$ cat src/rtl/updown_counter_param_if.sv
// Bus bundle for updown_counter_param: control inputs toward the counter,
// registered count, decoded terminal flags and overflow/underflow pulses back.
interface updown_counter_param_if #(
    parameter int WIDTH = 4
);
    logic             en;
    logic             direction;
    logic [WIDTH-1:0] step;
    logic             sat_mode;
    logic             load;
    logic [WIDTH-1:0] load_value;
    logic [WIDTH-1:0] my_count;
    logic             at_max;
    logic             at_min;
    logic             ovf;
    logic             unf;

    // Side that controls the counter and observes its state.
    modport master (
        output en, direction, step, sat_mode, load, load_value,
        input  my_count, at_max, at_min, ovf, unf
    );

    // The counter itself.
    modport slave (
        input  en, direction, step, sat_mode, load, load_value,
        output my_count, at_max, at_min, ovf, unf
    );
endinterface

$ cat src/rtl/updown_counter_param.sv
// Parametrised up/down counter with range 0..MAX_VAL, runtime step size,
// wrap or saturate mode, synchronous load and registered ovf/unf pulses.
// Priority on each edge: rst > load > en > hold.
module updown_counter_param #(
    parameter int WIDTH     = 4,
    parameter int MAX_VAL   = 15,
    parameter int RESET_VAL = 0
) (
    input  logic                  clk,
    input  logic                  rst,
    updown_counter_param_if.slave bus
);
    // Reject parameter sets the arithmetic below cannot represent.
    if (WIDTH < 2 || MAX_VAL < 1 || MAX_VAL > (2 ** WIDTH) - 1 ||
        RESET_VAL < 0 || RESET_VAL > MAX_VAL) begin : g_bad_params
        $error("updown_counter_param: illegal WIDTH/MAX_VAL/RESET_VAL");
    end

    // One extra bit so count + step and count + modulus never truncate.
    typedef logic [WIDTH:0] wide_t;

    localparam wide_t            MAX_W   = wide_t'(MAX_VAL);
    localparam wide_t            MOD_W   = wide_t'(MAX_VAL + 1);
    localparam logic [WIDTH-1:0] MAX_N   = WIDTH'(MAX_VAL);
    localparam logic [WIDTH-1:0] RESET_N = WIDTH'(RESET_VAL);

    logic [WIDTH-1:0] count_q, count_d;
    logic             ovf_q, ovf_d;
    logic             unf_q, unf_d;

    wide_t cur_w;
    wide_t step_w;
    wide_t load_w;
    wide_t sum_w;

    // Next-state: clamp step and load value, then apply load or one step.
    always_comb begin
        // NOTE: every output of this block gets a default before any branch,
        // so no path leaves a value unassigned and no latch is inferred.
        count_d = count_q;
        ovf_d   = 1'b0;
        unf_d   = 1'b0;

        cur_w  = {1'b0, count_q};
        step_w = ({1'b0, bus.step} > MAX_W) ? MAX_W : {1'b0, bus.step};
        load_w = ({1'b0, bus.load_value} > MAX_W) ? MAX_W : {1'b0, bus.load_value};
        sum_w  = cur_w + step_w;

        if (bus.load) begin
            count_d = WIDTH'(load_w);
        end else if (bus.en) begin
            if (!bus.direction) begin
                if (sum_w <= MAX_W) begin
                    count_d = WIDTH'(sum_w);
                end else begin
                    ovf_d   = 1'b1;
                    count_d = bus.sat_mode ? MAX_N : WIDTH'(sum_w - MOD_W);
                end
            end else begin
                if (step_w <= cur_w) begin
                    count_d = WIDTH'(cur_w - step_w);
                end else begin
                    unf_d   = 1'b1;
                    count_d = bus.sat_mode ? '0 : WIDTH'(cur_w + MOD_W - step_w);
                end
            end
        end
    end

    // State register with synchronous active-high reset.
    always_ff @(posedge clk) begin
        // NOTE: non-blocking assignments here so every register samples the
        // pre-edge values, independent of statement order.
        if (rst) begin
            count_q <= RESET_N;
            ovf_q   <= 1'b0;
            unf_q   <= 1'b0;
        end else begin
            count_q <= count_d;
            ovf_q   <= ovf_d;
            unf_q   <= unf_d;
        end
    end

    assign bus.my_count = count_q;
    assign bus.at_max   = (count_q == MAX_N);
    assign bus.at_min   = (count_q == '0);
    assign bus.ovf      = ovf_q;
    assign bus.unf      = unf_q;
endmodule

$ cat src/flat_wrapper.sv
// flat-port wrapper written by rule: the top's interface ports become plain ports
module updown_counter_param_flat 
#(
    parameter int WIDTH     = 4,
    parameter int MAX_VAL   = 15,
    parameter int RESET_VAL = 0
)
  (clk, rst, bus_en, bus_direction, bus_step, bus_sat_mode, bus_load, bus_load_value, bus_my_count, bus_at_max, bus_at_min, bus_ovf, bus_unf);
  updown_counter_param_if #(.WIDTH(WIDTH)) bus_i ();
  input  logic clk;
  input  logic rst;
  input wire logic [$bits(bus_i.en)-1:0] bus_en;
  input wire logic [$bits(bus_i.direction)-1:0] bus_direction;
  input wire logic [$bits(bus_i.step)-1:0] bus_step;
  input wire logic [$bits(bus_i.sat_mode)-1:0] bus_sat_mode;
  input wire logic [$bits(bus_i.load)-1:0] bus_load;
  input wire logic [$bits(bus_i.load_value)-1:0] bus_load_value;
  output wire logic [$bits(bus_i.my_count)-1:0] bus_my_count;
  output wire logic [$bits(bus_i.at_max)-1:0] bus_at_max;
  output wire logic [$bits(bus_i.at_min)-1:0] bus_at_min;
  output wire logic [$bits(bus_i.ovf)-1:0] bus_ovf;
  output wire logic [$bits(bus_i.unf)-1:0] bus_unf;
  assign bus_i.en = bus_en;
  assign bus_i.direction = bus_direction;
  assign bus_i.step = bus_step;
  assign bus_i.sat_mode = bus_sat_mode;
  assign bus_i.load = bus_load;
  assign bus_i.load_value = bus_load_value;
  assign bus_my_count = bus_i.my_count;
  assign bus_at_max = bus_i.at_max;
  assign bus_at_min = bus_i.at_min;
  assign bus_ovf = bus_i.ovf;
  assign bus_unf = bus_i.unf;
  updown_counter_param #(.WIDTH(WIDTH), .MAX_VAL(MAX_VAL), .RESET_VAL(RESET_VAL)) u_core (.clk(clk), .rst(rst), .bus(bus_i));
endmodule
$ cat config.mk
export PLATFORM = sky130hd
export DESIGN_NAME = updown_counter_param_flat
export DESIGN_NICKNAME = d
export VERILOG_FILES = /design/src/rtl/updown_counter_param_if.sv /design/src/rtl/updown_counter_param.sv /design/src/flat_wrapper.sv
export SDC_FILE = /design/constraint.sdc
export NUM_CORES = 1
export LEC_CHECK = 0
export CAP_MARGIN = 30
export CORE_MARGIN = 5
export CORE_UTILIZATION = 45
export DETAILED_ROUTE_END_ITERATION = 16
export GPL_TIMING_DRIVEN = 1
export HOLD_SLACK_MARGIN = 0.02
export PLACE_DENSITY = 0.78
export RECOVER_POWER = 50
export SLEW_MARGIN = 20
export SYNTH_ARGS = -nofsm -noshare
export SYNTH_HDL_FRONTEND = slang
export SYNTH_SLANG_ARGS = --single-unit
export TNS_END_PERCENT = 5
$ cat constraint.sdc
create_clock -name clk -period 3.8 [get_ports clk]
set_clock_uncertainty 0.1 [all_clocks]
set_input_delay 0.57 -clock clk [delete_from_list [all_inputs] [get_ports clk]]
set_output_delay 0.57 -clock clk [all_outputs]
set_load 0.02 [all_outputs]
==> Word level (Yosys, flattened, before mapping) <==
Index checks and enable logic that the tools add are counted.
{ "totals": {"register_bits": 6, "input_bits": 14, "wordCells": 26} }
{ "op_classes": {"n_addsub": 5, "magnitude_cmp": 2, "n_eq_ne": 1, "mux": 9, "bitwise": 2, "n_reduce_logical": 4} }
{ "op_table": {"columns": ["cell", "count"], "rows": [
  ["$mux 4", 7],
  ["$reduce_or 4->1", 2],
  ["$sub 4x4->4", 2],
  ["$add 4x4->5", 1],
  ["$le 5x4->1 const B", 1],
  ["$add 4x1->4 const B", 1],
  ["$eq 4x4->1 const B", 1],
  ["$le 4x4->1", 1],
  ["$logic_not 4->1", 1],
  ["$sub 4x1->4 const B", 1],
  ["$mux 1", 2],
  ["$not 1->1", 2],
  ["$reduce_bool 2->1", 1]
]} }

==> Depth between registers and ports, before layout <==
Gate-level depths: netlist of the first run.
{ "logic_depth": {"depth_word": 7, "ltp_mapped": 7, "ltp_nobuf": 7} }

==> Worst setup path before layout of the first run <==
Ideal clock, no wire load.
{ "synth_timing": {"path_kind": "input to register", "from": "input port bus_step[0]", "to": "register u_core.count_q[2] (netlist: u_core.bus.my_count[2])", "t_arrival_ns": 1.807, "setup_slack_ns": 1.819, "stages": 6, "n_path_buf": 0, "path_cell_list": "ha_1 fa_1 xor2_1 o311ai_0 o21ai_0 o22ai_1"} }
{ "synth_between": {"elab_chain_len": 7, "elab_cells_between_ends": 13} }
{ "synth_rtl": {"columns": ["element", "line", "source"], "rows": [
  ["start, declared", "flat_wrapper.sv:14", "input wire logic [$bits(bus_i.step)-1:0] bus_step;"],
  ["$add 4x4->5", "updown_counter_param.sv:47", "sum_w = cur_w + step_w;"],
  ["$sub 4x1->4", "updown_counter_param.sv:57", "count_d = bus.sat_mode ? MAX_N : WIDTH'(sum_w - MOD_W);"],
  ["$mux 4", "updown_counter_param.sv:57", null],
  ["$mux 4", "updown_counter_param.sv:53", "if (sum_w <= MAX_W) begin"],
  ["$mux 4 *", "updown_counter_param.sv:52", "if (!bus.direction) begin"],
  ["$mux 4 *", "updown_counter_param.sv:51", "end else if (bus.en) begin"],
  ["$mux 4 *", "updown_counter_param.sv:49", "if (bus.load) begin"],
  ["end signal, assigned", "updown_counter_param.sv:79", "count_q <= count_d;"],
  ["end, declared", "updown_counter_param.sv:27", "logic [WIDTH-1:0] count_q, count_d;"]
]} }
Mark *: on every way between the ends. The rest lies on a longest branch, timed or not. The select of a mux whose other input is x is not followed.
A chain may end at the register's enable or synchronous reset.

==> Worst setup path in the final report of the first run <==
Ends and elaborated chain as after synthesis.

==> results of run 1 <==
[Yosys cell counts (2+ instances only)]
master / count
sky130_fd_sc_hd__dfxtp_1: 6
sky130_fd_sc_hd__inv_1: 11
sky130_fd_sc_hd__o21ai_0: 2
sky130_fd_sc_hd__a21oi_1: 3
sky130_fd_sc_hd__o211ai_1: 2
sky130_fd_sc_hd__ha_1: 8
sky130_fd_sc_hd__nor3_1: 2
sky130_fd_sc_hd__nand4b_1: 2
sky130_fd_sc_hd__fa_1: 2
sky130_fd_sc_hd__buf_2: 2
sky130_fd_sc_hd__mux2i_1: 2
sky130_fd_sc_hd__o31ai_1: 2
sky130_fd_sc_hd__nor2b_1: 2
sky130_fd_sc_hd__nor2_1: 6
sky130_fd_sc_hd__a31oi_1: 2
[metrics by stage]
step	util [%]	area [sq um]
global route	62.1	913
floorplan	-	682
global placement	60.5	891
CTS	62.1	913
detailed placement	60.5	891
finish	62.1	913
[area by class of cell]
cell class	count	area share (%)
multi-input cells	57	54.7
repair buffers	21	23.0
flip-flops and latches	6	13.2
inverters	11	4.52
clock buffers	3	2.47
well taps	16	2.19
[routing by layer]
metal,vias up,routed length [um],track usage [%]
met5,-,0,0
met4,0,25,5.38
met3,2,101,5.20
met2,20,1000,29.3
met1,312,763,19.9
li1,322,-,-
[logic make-up (layout without fill, tap and decap cells)]
logic type / Yosys count / after routing
fa+ha+maj: 10 / 10
compound gates: 21 / 21
xor+xnor: 2 / 2
flops: 6 / 6
mux: 2 / 2
simple gates: 22 / 22
buf+inv: 14 / 35
[worst min-delay path: cells and delay by family, from the launching register on]
kind	cells	cell delay, ns
AO/OA/AOI/OAI	2	0.25
flip-flops	1	0.45
[final timing paths]
kind / from / end / cells past startpoint
setup / recovery: bus_step[0] / u_core.bus.my_count[2]$_SDFFE_PP0P_ / 7
hold / removal: u_core.bus.my_count[3]$_SDFFE_PP0P_ / u_core.bus.my_count[3]$_SDFFE_PP0P_ / 2
setup reg to reg: u_core.bus.my_count[0]$_SDFFE_PP0P_ / u_core.bus.my_count[2]$_SDFFE_PP0P_ / 7
hold reg to reg: u_core.bus.my_count[3]$_SDFFE_PP0P_ / u_core.bus.my_count[3]$_SDFFE_PP0P_ / 2
[report_power, final]
| group | internal, mW | total (mW) | switching [mW] |
|---|---|---|---|
| Clock | 0.0360 | 0.0627 | 0.0267 |
| Combinational | 0.0587 | 0.123 | 0.0644 |
| Sequential | 0.0679 | 0.0765 | 0.00858 |
[registers in the layout (all words and copies together), names as in the netlist]
signal,cells
u_core.bus.ovf,1
u_core.bus.my_count,4
u_core.bus.unf,1
==> results.md, run 1 <==
- The flow ran to the end, and the final reports show no timing, DRC or antenna violations.
- The total vias in the final route is 656.
- For this run, the slowest stage of the critical path takes 0.45 ns.
- On the critical path, the stage with the largest delay is an instance of sky130_fd_sc_hd__fa_1.
- A synthesized cell averages 8.86 sq um.
- The number of remaining DRC errors is 0.
- The number of cells in the finished layout apart from fillers is 114.
- The Yosys step of the flow raised 0 warnings.
- Power comes to 0.262 mW.
- The synthesized netlist net count is just over 100.
- Synthesis handed over a netlist of 77 instances.
- The net count of the finished layout is 124.
- In this run, the number of DRC markers left after iteration 0 of detailed routing was 15.
- Global routing consumed, over all layers together, 17.1% of the routing resources.
- The mapped cell area is roughly 680 sq um.
- Counting the fill cells in the layout gives between 100 and 150.
- The post-route netlist has 11.2% of its cells at a drive strength greater than 1.
- The number of failing setup endpoints in the final timing report is 0.
- The mux share of post-synthesis cell area is 2.94%.
- Dividing total power by cell area gives a power density of 287 mW/mm^2.
- After detailed routing, the average wire length per cell comes to ~17 um.
- The first global-routing pass estimated 3160 um of wire.
- The cell family with the largest share of critical-path delay is adder cells.
- The top flip-flop cell by instance count after synthesis is sky130_fd_sc_hd__dfxtp_1.
- The number of antenna violations at the first check in global routing is 0.
- The HPWL after detailed placement is 1500 um.
- Together, buffers and inverters on the worst path number 1.
- The number of hold buffers added after CTS was 0.
- At the worst endpoint, the required time is 3.86 ns.
- By area, the combinational part of the netlist is dominated by compound AO/OA/AOI/OAI gates.
- The adder and majority cell fraction of the synthesized area is 20.6%.
- The max-capacitance violation count is 0.
- The count of different cell masters after synthesis is 38.
- The worst path meets setup with approximately 1.3 ns of slack.
- Yosys attributes the largest share of cell area to sky130_fd_sc_hd__dfxtp_1, sky130_fd_sc_hd__ha_1, sky130_fd_sc_hd__inv_1, sky130_fd_sc_hd__fa_1, sky130_fd_sc_hd__a2111oi_4.
- The final hold violation count was 0.
- The routed design has 1890 um of wire.
- The maximum buffer depth of the clock tree is 2.
- After clock tree synthesis, the clock-pin slew on the worst setup and hold paths is 0.05 ns.
- The number of antenna diodes in the final layout is 0.
- Leaving out fill and tap cells, the most frequent cells in the layout are sky130_fd_sc_hd__clkdlybuf4s50_1, sky130_fd_sc_hd__inv_1, sky130_fd_sc_hd__ha_1.
- The xor and xnor fraction of the mapped netlist area is 2.57%.
- The final number of max-transition violations is 0.
- The largest vdd supply drop is 0.000150 V.
- CTS placed an instance of sky130_fd_sc_hd__clkbuf_4 at the clock tree root.
- The sort of element at the start of the critical path is an input pin.
- The weighted congestion reported at the end of routability-driven placement is 0.870.
- The worst reg-to-reg setup slack is 1.67 ns.
- The count of nets left with antenna violations once routing finished came out at 0.
- Buffers added to address setup during post-CTS repair amount to 0.
- The worst setup path is captured at a flop.
- The H-tree depth reported by CTS is 1.
- The library cell used most frequently in the layout, excluding fill and tap cells, is sky130_fd_sc_hd__clkdlybuf4s50_1.
- The number of I/O pins is 22.
- The maximum fanout along the worst path is 2.
- In this run the tightest slew margin relative to its limit is 71.2%.
- Entering global routing, the biggest net connects 12 pins.
- The floorplan step defined a die boundary enclosing around 0.0024 sq mm.
- Clock latency on the worst-skew pair, taken at its later pin, is 0.25 ns.
- The time the final worst path needs with I/O delays and setup is 2.46 ns.
- The number of buffers created by CTS is 3.
- Input and output buffers added on the ports amount to 21.
- The region available for standard cell placement spans roughly 0.0015 sq mm.
- Including well taps, the total number of placed cells is 111.
- Hold is met by 0.647 ns.
- Setup repair after global routing left no endpoint under its margin.
- The global-route congestion overflow total is 0.
- The number of cell rows is 14.
- In the final layout, the multi-input gates occupy 499 sq um.
- The average via count per standard cell is 5.75.
- The type of the setup path with the least slack is input pin to flop.
- The die span in x is 48.9 um.
- The arrival time at the worst endpoint is 2.52 ns.
- Traced cell by cell, the critical path runs through clkdlybuf4s50_1 > ha_1 > fa_1 > xor2_1 > o311ai_0 > o21ai_0 > o22ai_1.
- The part of the Yosys area used for sequential elements is about 18%.
- The synthesized design contains 6 register bits.
- The CTS tree is yes.
- At the pin with the least slew margin, the transition time is around 0.43 ns.
- The analysis attributes to cell leakage a power of 0.402 nW.
- The starting density of the core is a little under half.
- The area overhead of the layout relative to synthesis is 33.9%.
- For this run, asynchronously set or reset flops after synthesis account for 0%.
- The number of gates given a new drive strength after cts is 0.
- Measured along the y axis, the die boundary spans 48.9 um.
- The post-synthesis compound-gate area fraction is 26.6%.
- The clock drives 6 sinks.
- Yosys mapped a number of flops with a built-in enable equal to 0.
- Timing would allow up to 407 MHz.
- After synthesis, the largest area contributor takes up between 15 and 20% of total cell area.
- The final sum of negative setup slack is 0 ns.
- The first detailed-routing pass took 4 iterations.
- The number of global-route vias before repair is 672.
- The largest area contributor in the synthesized netlist is sky130_fd_sc_hd__dfxtp_1.
- Timing analysis after detailed placement gives a worst setup slack of 1.20 ns.
- The post-route fraction of the period consumed by the critical path is 64.6%.
- The synthesized netlist devotes 20.6% of its cell area to simple gates.
- The combined flip-flop and latch cell area is 120 sq um.
- The worst hold path belongs to the class flop to flop.
Note: power is estimated with default switching activity, not from simulation.
==> run 2, diff against run 1 <==
- clock period: 3.8 -> 2.45 ns (I/O delays scaled with it)
==> results.md, run 2 (synthesis results as in run 1) <==
- Run status: completed (unchanged).
- The maximum buffer depth of the clock tree is 2 (unchanged).
- The HPWL after detailed placement is 1360 um (was 1500 um).
- The headroom to the max-slew limit was 72.8% (was 71.2%).
- Leading cell types in the layout, fill and taps excluded: sky130_fd_sc_hd__clkdlybuf4s50_1, sky130_fd_sc_hd__inv_1, sky130_fd_sc_hd__ha_1 (unchanged).
- The number of iterations in the first detailed-routing pass is 4 (unchanged).
- The total wire length after detailed routing is 1680 um (was 1890 um).
- The worst min-delay path class is flop to flop (unchanged).
- The count of hold-fix buffers inserted at cts is 0 (unchanged).
- The global-route usage over all layers is 13.5% (was 17.1%).
- The biggest cell delay along the critical path was 0.45 ns (about the same).
- The measured slew at the worst slew-check pin is 0.406 ns (was 0.430 ns).
- The largest vdd supply drop is 0.000199 V (was 0.000150 V).
- The max-capacitance violation count is 0 (unchanged).
- The total area of multi-input combinational cells came to 499 sq um (unchanged).
- The largest net degree at the start of global routing is 12 (unchanged).
- The number of buffers created by CTS is 3 (unchanged).
- The number of cell rows is 14 (unchanged).
- The mean routed wirelength per cell is 14.5 um (was 16.6 um).
- Unrepaired setup endpoints after global routing: false (unchanged).
- The floorplan die area is 0.00239 sq mm (unchanged).
- The sort of element at the start of the critical path is an input pin (unchanged).
- The capture instance of the worst register-to-register path is u_core.bus.my_count[2]$_SDFFE_PP0P_ (unchanged).
- The required time at the worst-slack endpoint is 2.52 ns (was 3.86 ns).
- The maximum clock rate is 464 MHz.
- The cell family with the largest share of critical-path delay is adder cells (unchanged).
- The number of remaining DRC errors is 0 (unchanged).
- The time the final worst path needs with I/O delays and setup is approximately 2.2 ns.
- The global-route congestion overflow total is 0 (unchanged).
- The weighted congestion reported at the end of routability-driven placement is 0.870 (about the same).
- The fraction of final layout cells sized beyond drive strength 1 is 13.0% (was 11.2%).
- The number of global-route vias before repair is 590 (was 672).
- The total vias in the final route came to 649 (was 656).
- The master cell of the clock root buffer is sky130_fd_sc_hd__clkbuf_4 (unchanged).
- The number of failing setup endpoints in the final timing report is 0 (unchanged).
- The combined flip-flop and latch cell area was 120 sq um (unchanged).
- The number of nets with antenna violations after routing is 0 (unchanged).
- The area overhead of the layout relative to synthesis came to 36.1% (was 33.9%).
- The die span in x is 48.9 um (unchanged).
- The post-route fraction of the period consumed by the critical path is 87.9%.
- The number of antenna violations at the first check in global routing is 0 (unchanged).
- The number of fill cells in the layout is 122 (was 142).
- The clock latency of the later-clocked register in the worst-skew pair is 0.25 ns (about the same).
- The area of the core was 0.00147 sq mm (unchanged).
- Series of cell instances along the critical path: clkdlybuf4s50_1 > ha_1 > fa_1 > xor2_1 > o311ai_0 > o21ai_0 > o22ai_1 (unchanged).
- The vertical die dimension is 48.9 um (unchanged).
- The cell with the biggest individual delay on the critical path is sky130_fd_sc_hd__fa_1 (unchanged).
- The count of input and output buffers is 21 (unchanged).
- The maximum fanout along the worst path is 2 (unchanged).
- The number of DRC markers after the initial detailed-route iteration is 9 (was 15).
- The starting density of the core was 46.3% (unchanged).
- The number of inserted diodes is 0 (unchanged).
- The post-route core utilization is 63.1% (was 62.1%).
- The type of the setup path with the least slack is input pin to flop (unchanged).
- The number of cells on the worst hold path is 2 (unchanged).
- The number of flip-flops under the largest register name was 4 (unchanged).
- The design area is 928 sq um (was 913 sq um).
- The count of clock tree sinks came to 6 (unchanged).
- The worst reg-to-reg setup slack came to 0.37 ns (was 1.67 ns).
- The capture endpoint of the worst hold path is u_core.bus.my_count[3]$_SDFFE_PP0P_ (unchanged).
- The H-tree depth reported by CTS was 1 (unchanged).
- The number of I/O pins is 22 (unchanged).
- The number of cells traversed by the worst register-to-register path came to 7 (unchanged).
- The number of gates given a new drive strength after cts is 0 (unchanged).
- The final number of max-transition violations came to 0 (unchanged).
- The number of buffer and inverter instances along the worst setup path is 1 (unchanged).
- The net count of the finished layout was 126 (was 124).
- The final sum of negative setup slack is 0 ns (unchanged).
- The most common cell after layout, fill and taps aside is sky130_fd_sc_hd__clkdlybuf4s50_1 (unchanged).
- The final hold violation count is 0 (unchanged).
- The clock-pin slew on the worst setup and hold paths is 0.05 ns (about the same).
- The kind of end point of the critical path is a flop (unchanged).
- The critical hold path startpoint was u_core.bus.my_count[3]$_SDFFE_PP0P_ (unchanged).
- The arrival time at the worst endpoint came to 2.22 ns (was 2.52 ns).
- The instance area at placement is 906 sq um (was 891 sq um).
- The startpoint of the worst-slack reg-to-reg timing path was u_core.bus.my_count[0]$_SDFFE_PP0P_ (unchanged).
- The average via count per standard cell came to 5.59 (was 5.75).
- The global-route wire length before repair is 2590 um (was 3160 um).
- The post-CTS setup-driven buffer insertion count is 0 (unchanged).
- The CTS tree is yes (unchanged).
- The leakage power figure is 0.411 nW (was 0.402 nW).
- The power per cell area is 435 mW/mm^2 (was 287 mW/mm^2).
## run 2: cell types whose count changed in the layout (fill, tap and decap cells not counted), sizes merged
cell,previous run,this run
buf,0,2
## run 2: worst register-to-register path: stages (launching register included)
cell and delay [ns]:
sky130_fd_sc_hd__dfxtp_1 0.40, sky130_fd_sc_hd__inv_1 0.08, sky130_fd_sc_hd__ha_1 0.23, sky130_fd_sc_hd__fa_1 0.40
sky130_fd_sc_hd__a21boi_0 0.17, sky130_fd_sc_hd__o211ai_1 0.30, sky130_fd_sc_hd__a31oi_1 0.16, sky130_fd_sc_hd__o22ai_1 0.17
## run 2: where the power goes
group / total, mW / internal, mW / switching (mW)
combinational: 0.192 / 0.0957 / 0.0966
sequential: 0.119 / 0.105 / 0.0131
clock: 0.0932 / 0.0556 / 0.0377
## run 2: final cells by class
class	instances	share of cell area [%]
Timing Repair Buffer	23	24.3
Sequential cell	6	12.9
Clock buffer	3	2.43
Multi-Input combinational cell	57	53.8
Inverter	11	4.45
Tap cell	16	2.16
## run 2: per-layer routing
layer	vias up	track usage [%]	wire (um)
met3	2	2.14	78
li1	325	-	-
met5	-	0	0
met2	17	21.3	845
met4	0	8.97	14
met1	305	16.7	745
## run 2: worst max path at each step
stage	slack [ns]	to	depth (start not counted)	from
6_report	0.30	u_core.bus.my_count[2]$_SDFFE_PP0P_	7	bus_step[0]
5_1_grt	0.22	u_core.bus.my_count[2]$_SDFFE_PP0P_	7	bus_step[0]
4_1_cts	0.30	u_core.bus.my_count[2]$_SDFFE_PP0P_	7	bus_step[0]
3_5_place_dp	0.05	u_core.bus.my_count[2]$_SDFFE_PP0P_	7	bus_step[0]
3_3_place_gp	0.11	u_core.bus.my_count[2]$_SDFFE_PP0P_	7	bus_step[0]
2_1_floorplan	0.48	u_core.bus.my_count[3]$_SDFFE_PP0P_	7	u_core.bus.my_count[0]$_SDFFE_PP0P_
## run 2: stage by stage
stage / std cells / power, mW / setup WS [ns] / hold slack (ns)
6_report: 116 / 0.404 / 0.297 / 0.632
2_1_floorplan: 77 / 0.242 / 0.479 / 0.330
3_5_place_dp: 113 / 0.314 / 0.0526 / 0.618
4_1_cts: 116 / 0.406 / 0.301 / 0.631
3_3_place_gp: 113 / 0.310 / 0.107 / 0.610
5_1_grt: 116 / 0.431 / 0.221 / 0.645
==> run 3, diff against run 2 <==
- CORE_UTILIZATION: 45 -> 40
- PLACE_DENSITY: 0.78 -> 0.74
- clock period: 2.45 -> 1.8 ns (I/O delays scaled with it)
==> results.md, run 3 (synthesis results as in run 1) <==
- The global-route wire length before repair is 3230 um (was 2590 um).
- The vertical die dimension is 51.3 um (was 48.9 um).
- The final hold violation count is 0 (unchanged).
- The master cell of the clock root buffer is sky130_fd_sc_hd__clkbuf_4 (unchanged).
- The largest vdd supply drop is 0.000320 V (was 0.000199 V).
- The H-tree depth reported by CTS is 1 (unchanged).
- The final number of max-transition violations is 0 (unchanged).
- Subtracting the final worst setup slack from the clock period gives 1.90 ns.
- The number of cells in the finished layout apart from fillers came to 140 (was 116).
- The number of cells on the worst hold path is 3 (was 2).
- The total area of multi-input combinational cells was 539 sq um (was 499 sq um).
- The startpoint of the worst-slack reg-to-reg timing path is u_core.bus.my_count[0]$_SDFFE_PP0P_ (unchanged).
- The measured slew at the worst slew-check pin is 0.422 ns (was 0.406 ns).
- The worst min-delay path class is flop to flop (unchanged).
- The total vias in the final route came to 745 (was 649).
- The maximum buffer depth of the clock tree is 2 (unchanged).
- The worst hold-check slack is 0.536 ns (was 0.632 ns).
- The count of input and output buffers is 21 (unchanged).
- The number of inserted diodes is 0 (unchanged).
- The sort of element at the start of the critical path is a flop (was input pin).
- The total wire length after detailed routing is 2000 um (was 1680 um).
- The number of cells traversed by the worst register-to-register path is 8 (was 7).
- The most common cell after layout, fill and taps aside is sky130_fd_sc_hd__buf_4 (was sky130_fd_sc_hd__clkdlybuf4s50_1).
- The maximum clock rate is ~530 MHz.
- The final sum of negative setup slack is -0.336 ns (was 0 ns).
- The maximum fanout along the worst path is 3 (was 2).
- The type of the setup path with the least slack is flop to flop (was input pin to flop).
- The starting density of the core came to 40.8% (was 46.3%).
- Unrepaired setup endpoints after global routing: true (was false).
- The number of fill cells in the layout was 132 (was 122).
- The max-capacitance violation count was 0 (unchanged).
- The global-route usage over all layers is 16.0% (was 13.5%).
- The arrival time at the worst endpoint was 1.99 ns (was 2.22 ns).
- The overall power consumption is 0.650 mW (was 0.404 mW).
- The net count of the finished layout was 148 (was 126).
- The final worst setup slack is -0.0966 ns (was 0.297 ns).
- The number of placed instances, taps included is 133 (was 113).
- The combined flip-flop and latch cell area came to 128 sq um (was 120 sq um).
- The mean routed wirelength per cell is 14.3 um (was 14.5 um).
- The area of the core is 0.00167 sq mm (was 0.00147 sq mm).
- The fraction of final layout cells sized beyond drive strength 1 is 37.4% (was 13.0%).
- The checks that failed: setup timing.
- The required time at the worst-slack endpoint is 1.89 ns (was 2.52 ns).
- The leakage power figure is 0.538 nW (was 0.411 nW).
- The number of failing setup endpoints in the final timing report came to 4 (was 0).
- The HPWL after detailed placement is 1590 um (was 1360 um).
- The number of buffers created by CTS is 3 (unchanged).
- The number of cell rows was 15 (was 14).
- The count of hold-fix buffers inserted at cts is 0 (unchanged).
- The area overhead of the layout relative to synthesis is 68.4% (was 36.1%).
- The headroom to the max-slew limit is 71.9% (was 72.8%).
- The largest net degree at the start of global routing is 11 (was 12).
- The CTS tree was yes (unchanged).
- The number of global-route vias before repair is 728 (was 590).
- The die span in x was 51.3 um (was 48.9 um).
- In the finished design, the share of the clock period the worst path needs comes to 105%.
- The clock latency of the later-clocked register in the worst-skew pair was 0.25 ns (about the same).
- The number of iterations in the first detailed-routing pass is 4 (unchanged).
- The number of remaining DRC errors came to 0 (unchanged).
- The worst reg-to-reg setup slack was -0.1 ns (was 0.37 ns).
- The number of I/O pins came to 22 (unchanged).
- The average via count per standard cell is 5.32 (was 5.59).
- The count of clock tree sinks was 6 (unchanged).
- The weighted congestion reported at the end of routability-driven placement is 0.916 (was 0.870).
- The capture endpoint of the worst hold path is u_core.bus.my_count[1]$_SDFFE_PP0P_ (was u_core.bus.my_count[3]$_SDFFE_PP0P_).
- The number of antenna violations at the first check in global routing is 0 (unchanged).
- The number of DRC markers after the initial detailed-route iteration is 20 (was 9).
- Run status: complete, but fails checks (was completed).
- The kind of end point of the critical path is a flop (unchanged).
- The number of flip-flops under the largest register name is 4 (unchanged).
- Leading cell types in the layout, fill and taps excluded: sky130_fd_sc_hd__buf_4, sky130_fd_sc_hd__clkdlybuf4s50_1, sky130_fd_sc_hd__inv_1 (was sky130_fd_sc_hd__clkdlybuf4s50_1, sky130_fd_sc_hd__inv_1, sky130_fd_sc_hd__ha_1).
- The critical hold path startpoint is u_core.bus.my_count[1]$_SDFFE_PP0P_ (was u_core.bus.my_count[3]$_SDFFE_PP0P_).
- The global-route congestion overflow total was 0 (unchanged).
- The power per cell area is 566 mW/mm^2 (was 435 mW/mm^2).
- The number of nets with antenna violations after routing is 0 (unchanged).
- The post-route core utilization is 68.8% (was 63.1%).
- The capture instance of the worst register-to-register path is u_core.bus.my_count[1]$_SDFFE_PP0P_ (was u_core.bus.my_count[2]$_SDFFE_PP0P_).
- The floorplan die area is 0.00263 sq mm (was 0.00239 sq mm).
- The clock-pin slew on the worst setup and hold paths is 0.05 ns (about the same).
## run 3: cell count changes in the layout (fill, tap and decap cells not counted), sizes merged
| cell | previous run | this run |
|---|---|---|
| clkdlybuf4s50 | 14 | 15 |
| clkbuf | 3 | 4 |
| dlygate4sd3 | 7 | 2 |
| dlygate4sd2 | 0 | 2 |
| dlymetal6s2s | 0 | 2 |
| buf | 2 | 24 |
## run 3: stage by stage
stage	setup slack, ns	cell area, sq um
floorplan	-0.00627	694
global placement	-0.445	1060
detailed placement	-0.467	1060
CTS	-0.141	1100
global route	-0.196	1150
finish	-0.0966	1150
## run 3: how the worst max path moves through the flow
| stage | slack, ns | to | startpoint | cells past startpoint |
|---|---|---|---|---|
| 6_report | -0.1 | u_core.bus.my_count[1]$_SDFFE_PP0P_ | u_core.bus.my_count[0]$_SDFFE_PP0P_ | 8 |
| 5_1_grt | -0.20 | u_core.bus.my_count[3]$_SDFFE_PP0P_ | u_core.bus.my_count[0]$_SDFFE_PP0P_ | 7 |
| 4_1_cts | -0.14 | u_core.bus.my_count[0]$_SDFFE_PP0P_ | bus_step[3] | 7 |
| 3_5_place_dp | -0.47 | u_core.bus.my_count[0]$_SDFFE_PP0P_ | bus_step[2] | 7 |
| 3_3_place_gp | -0.45 | u_core.bus.my_count[0]$_SDFFE_PP0P_ | bus_step[2] | 7 |
| 2_1_floorplan | -0.006 | u_core.bus.my_count[3]$_SDFFE_PP0P_ | u_core.bus.my_count[0]$_SDFFE_PP0P_ | 7 |
## run 3: cell type report
cell class	instances	area share, %
inverter	11	3.59
sequential	6	11.1
tap	17	1.85
clock buffer	4	2.29
multi-input combinational	57	46.9
timing repair buffer	45	34.2
## run 3: timing repair
item | in CTS | in global routing
gates resized for setup | 6 | 6
setup endpoints to repair | 8 | 5
setup buffers | 0 | 3
pin swaps | 3 | 7
## run 3: worst max-delay path, stage by stage, from the launching register on
cell,delay [ns]
sky130_fd_sc_hd__dfxtp_4,0.35
sky130_fd_sc_hd__inv_2,0.05
sky130_fd_sc_hd__ha_4,0.16
sky130_fd_sc_hd__fa_2,0.39
sky130_fd_sc_hd__a21boi_1,0.15
sky130_fd_sc_hd__o211ai_1,0.30
sky130_fd_sc_hd__buf_4,0.17
sky130_fd_sc_hd__nand4b_1,0.09
sky130_fd_sc_hd__nand3_1,0.08
## run 3: where the power goes
| group | total [mW] | switching [mW] | internal [mW] |
|---|---|---|---|
| Combinational | 0.351 | 0.157 | 0.194 |
| Sequential | 0.159 | 0.0140 | 0.145 |
| Clock | 0.140 | 0.0555 | 0.0844 |
## run 3: routing by layer
metal	vias to the layer above	share of wire (%)	track usage, %
li1	375	-	-
met1	335	41	19.7
met2	32	51	27.9
met3	3	7.1	3.21
met4	0	0.95	4.80
met5	-	0	0
==> patch: new RTL, config.mk and constraints of run 1 <==
`WIDTH` is set to 4 in 3 places; all go to 5.
--- a/src/rtl/updown_counter_param_if.sv
+++ b/src/rtl/updown_counter_param_if.sv
@@ -2,5 +2,5 @@
 // registered count, decoded terminal flags and overflow/underflow pulses back.
 interface updown_counter_param_if #(
-    parameter int WIDTH = 4
+    parameter int WIDTH = 5
 );
     logic             en;
--- a/src/rtl/updown_counter_param.sv
+++ b/src/rtl/updown_counter_param.sv
@@ -3,5 +3,5 @@
 // Priority on each edge: rst > load > en > hold.
 module updown_counter_param #(
-    parameter int WIDTH     = 4,
+    parameter int WIDTH     = 5,
     parameter int MAX_VAL   = 15,
     parameter int RESET_VAL = 0
--- a/src/flat_wrapper.sv
+++ b/src/flat_wrapper.sv
@@ -2,5 +2,5 @@
 module updown_counter_param_flat 
 #(
-    parameter int WIDTH     = 4,
+    parameter int WIDTH     = 5,
     parameter int MAX_VAL   = 15,
     parameter int RESET_VAL = 0
Ports: changed (resized bus_load_value, bus_my_count and bus_step); port bits go from 22 to 25. No check against the original RTL was run, so the function may have changed too.
==> patch against run 1 <==
- final cell count rose by 68%
- area after synthesis is 63% higher
- sequential cell count increased by 1
- count of clock-buffer cells in the layout up 1
- power rose by 40%
- combinational power up 72%
- first-iteration DRC count rose to 4.3 times the old value
- setup slack got worse by 810 ps
- design area grew 54%
- routed wire length up 46%
- register-to-register slack lost 620 ps
==> patch: results (changes against run 1) <==
metric;value;unit;change
outcome;finished clean;;unchanged
DP Cell Count;188;;was 111
Crit-path slowest cell;or4b_4;;was fa_1
initial antenna violation count;0;;unchanged
leakage power;0.6346;nW;was 0.4017 nW
largest net degree at the start of global routing;11;;was 12
reg2reg setup slack;1050;ps;was 1670 ps
commonest cells in the netlist;18 x ha_1, 17 x inv_1, 10 x o21ai_0, 7 x dfxtp_1, 6 x nor2_1;;was 11 x inv_1, 8 x ha_1, 6 x dfxtp_1, 6 x nor2_1, 3 x a21oi_1
vias per inst;5.453;;was 5.754
distinct cell type count after synthesis;42;;was 38
hpwl dp;2294;um;was 1501 um
WHS;685.6;ps;was 646.5 ps
multiplexer share of the synthesized area;1.908;%;was 2.936%
launch point of the worst reg-to-reg path;u_core.bus.my_count[3];;was u_core.bus.my_count[0]
gpl congestion;0.9429;;was 0.8697
Adder-Cell Fraction of Synth Area;29.18;%;was 20.55%
Hold EP;u_core.bus.my_count[4];;was u_core.bus.my_count[3]
crit path launch;bus_step[4];;was bus_step[0]
Worst Path Arrival;3310;ps;was 2520 ps
first-pass GRT wire length;4685;um;was 3160 um
CP peak stage delay;600;ps;was 450 ps
fin nets;202;;was 124
setup ws final;531.9;ps;was 1344 ps
WL final;2766;um;was 1894 um
vias after detailed routing;1047;;was 656
Port Buf Inserts;24;;was 21
number of flip-flops in the largest register;5;;was 4
Iter 0 DRT Violations;64;;was 15
Synth Area in Compound Gates;22.11;%;was 26.61%
Post-Synth XOR/XNOR Area;6.285;%;was 2.569%
fillers;228;;was 142
worst min-delay path startpoint;u_core.bus.my_count[4];;was u_core.bus.my_count[3]
Setup WS pre-CTS;335.3;ps;was 1198 ps
CP delay by family, top;simple AND/OR/NAND/NOR gates;;was adder cells
1st-pass router iterations;4;;unchanged
Worst-Margin Slew;622.2;ps;was 430.2 ps
hold-critical path depth;4;;was 2
Cells after Synth;135;;was 77
worst setup path end;u_core.bus.my_count[1];;was u_core.bus.my_count[2]
post-synthesis sequential area ratio;12.57;%;was 17.61%
VDD IR max;0.1546;mV;was 0.1503 mV
## patch: cell count changes after synthesis, sizes merged, moves of 4 or more
cell	run 1	this run
o21ai	2	10
inv	11	17
or2	0	4
ha	8	18
xor2	1	5
nand2	1	5
## patch: worst min-delay path, delay by kind of cell (launching register included)
kind | cells | cell delay, ps
buffers and inverters | 1 | 130
and+or+nand+nor | 1 | 80
DFF | 1 | 320
AOI/OAI and AO/OA | 2 | 210
## patch: final cells by class
class	instances	area, sq um	share of cell area, %
clock buffers	4	26.28	1.863
inverters	17	63.81	4.525
multi-input cells	109	894.6	63.44
flip-flops and latches	7	140.1	9.938
well taps	30	37.54	2.662
repair buffers	25	247.7	17.57
## patch: per-layer routing
metal	track usage, %	routed length [um]
met5	0	0
met4	5.380	43
met1	21.05	1179
met3	1.944	190
met2	30.09	1353
## patch: report_power, final
part,switching (W),total (W),internal [W]
Combinational,0.000114,0.000211,0.0000969
Sequential,0.0000102,0.0000905,0.0000802
Clock,0.0000265,0.0000666,0.0000400
Total,0.000151,0.000368,0.000217
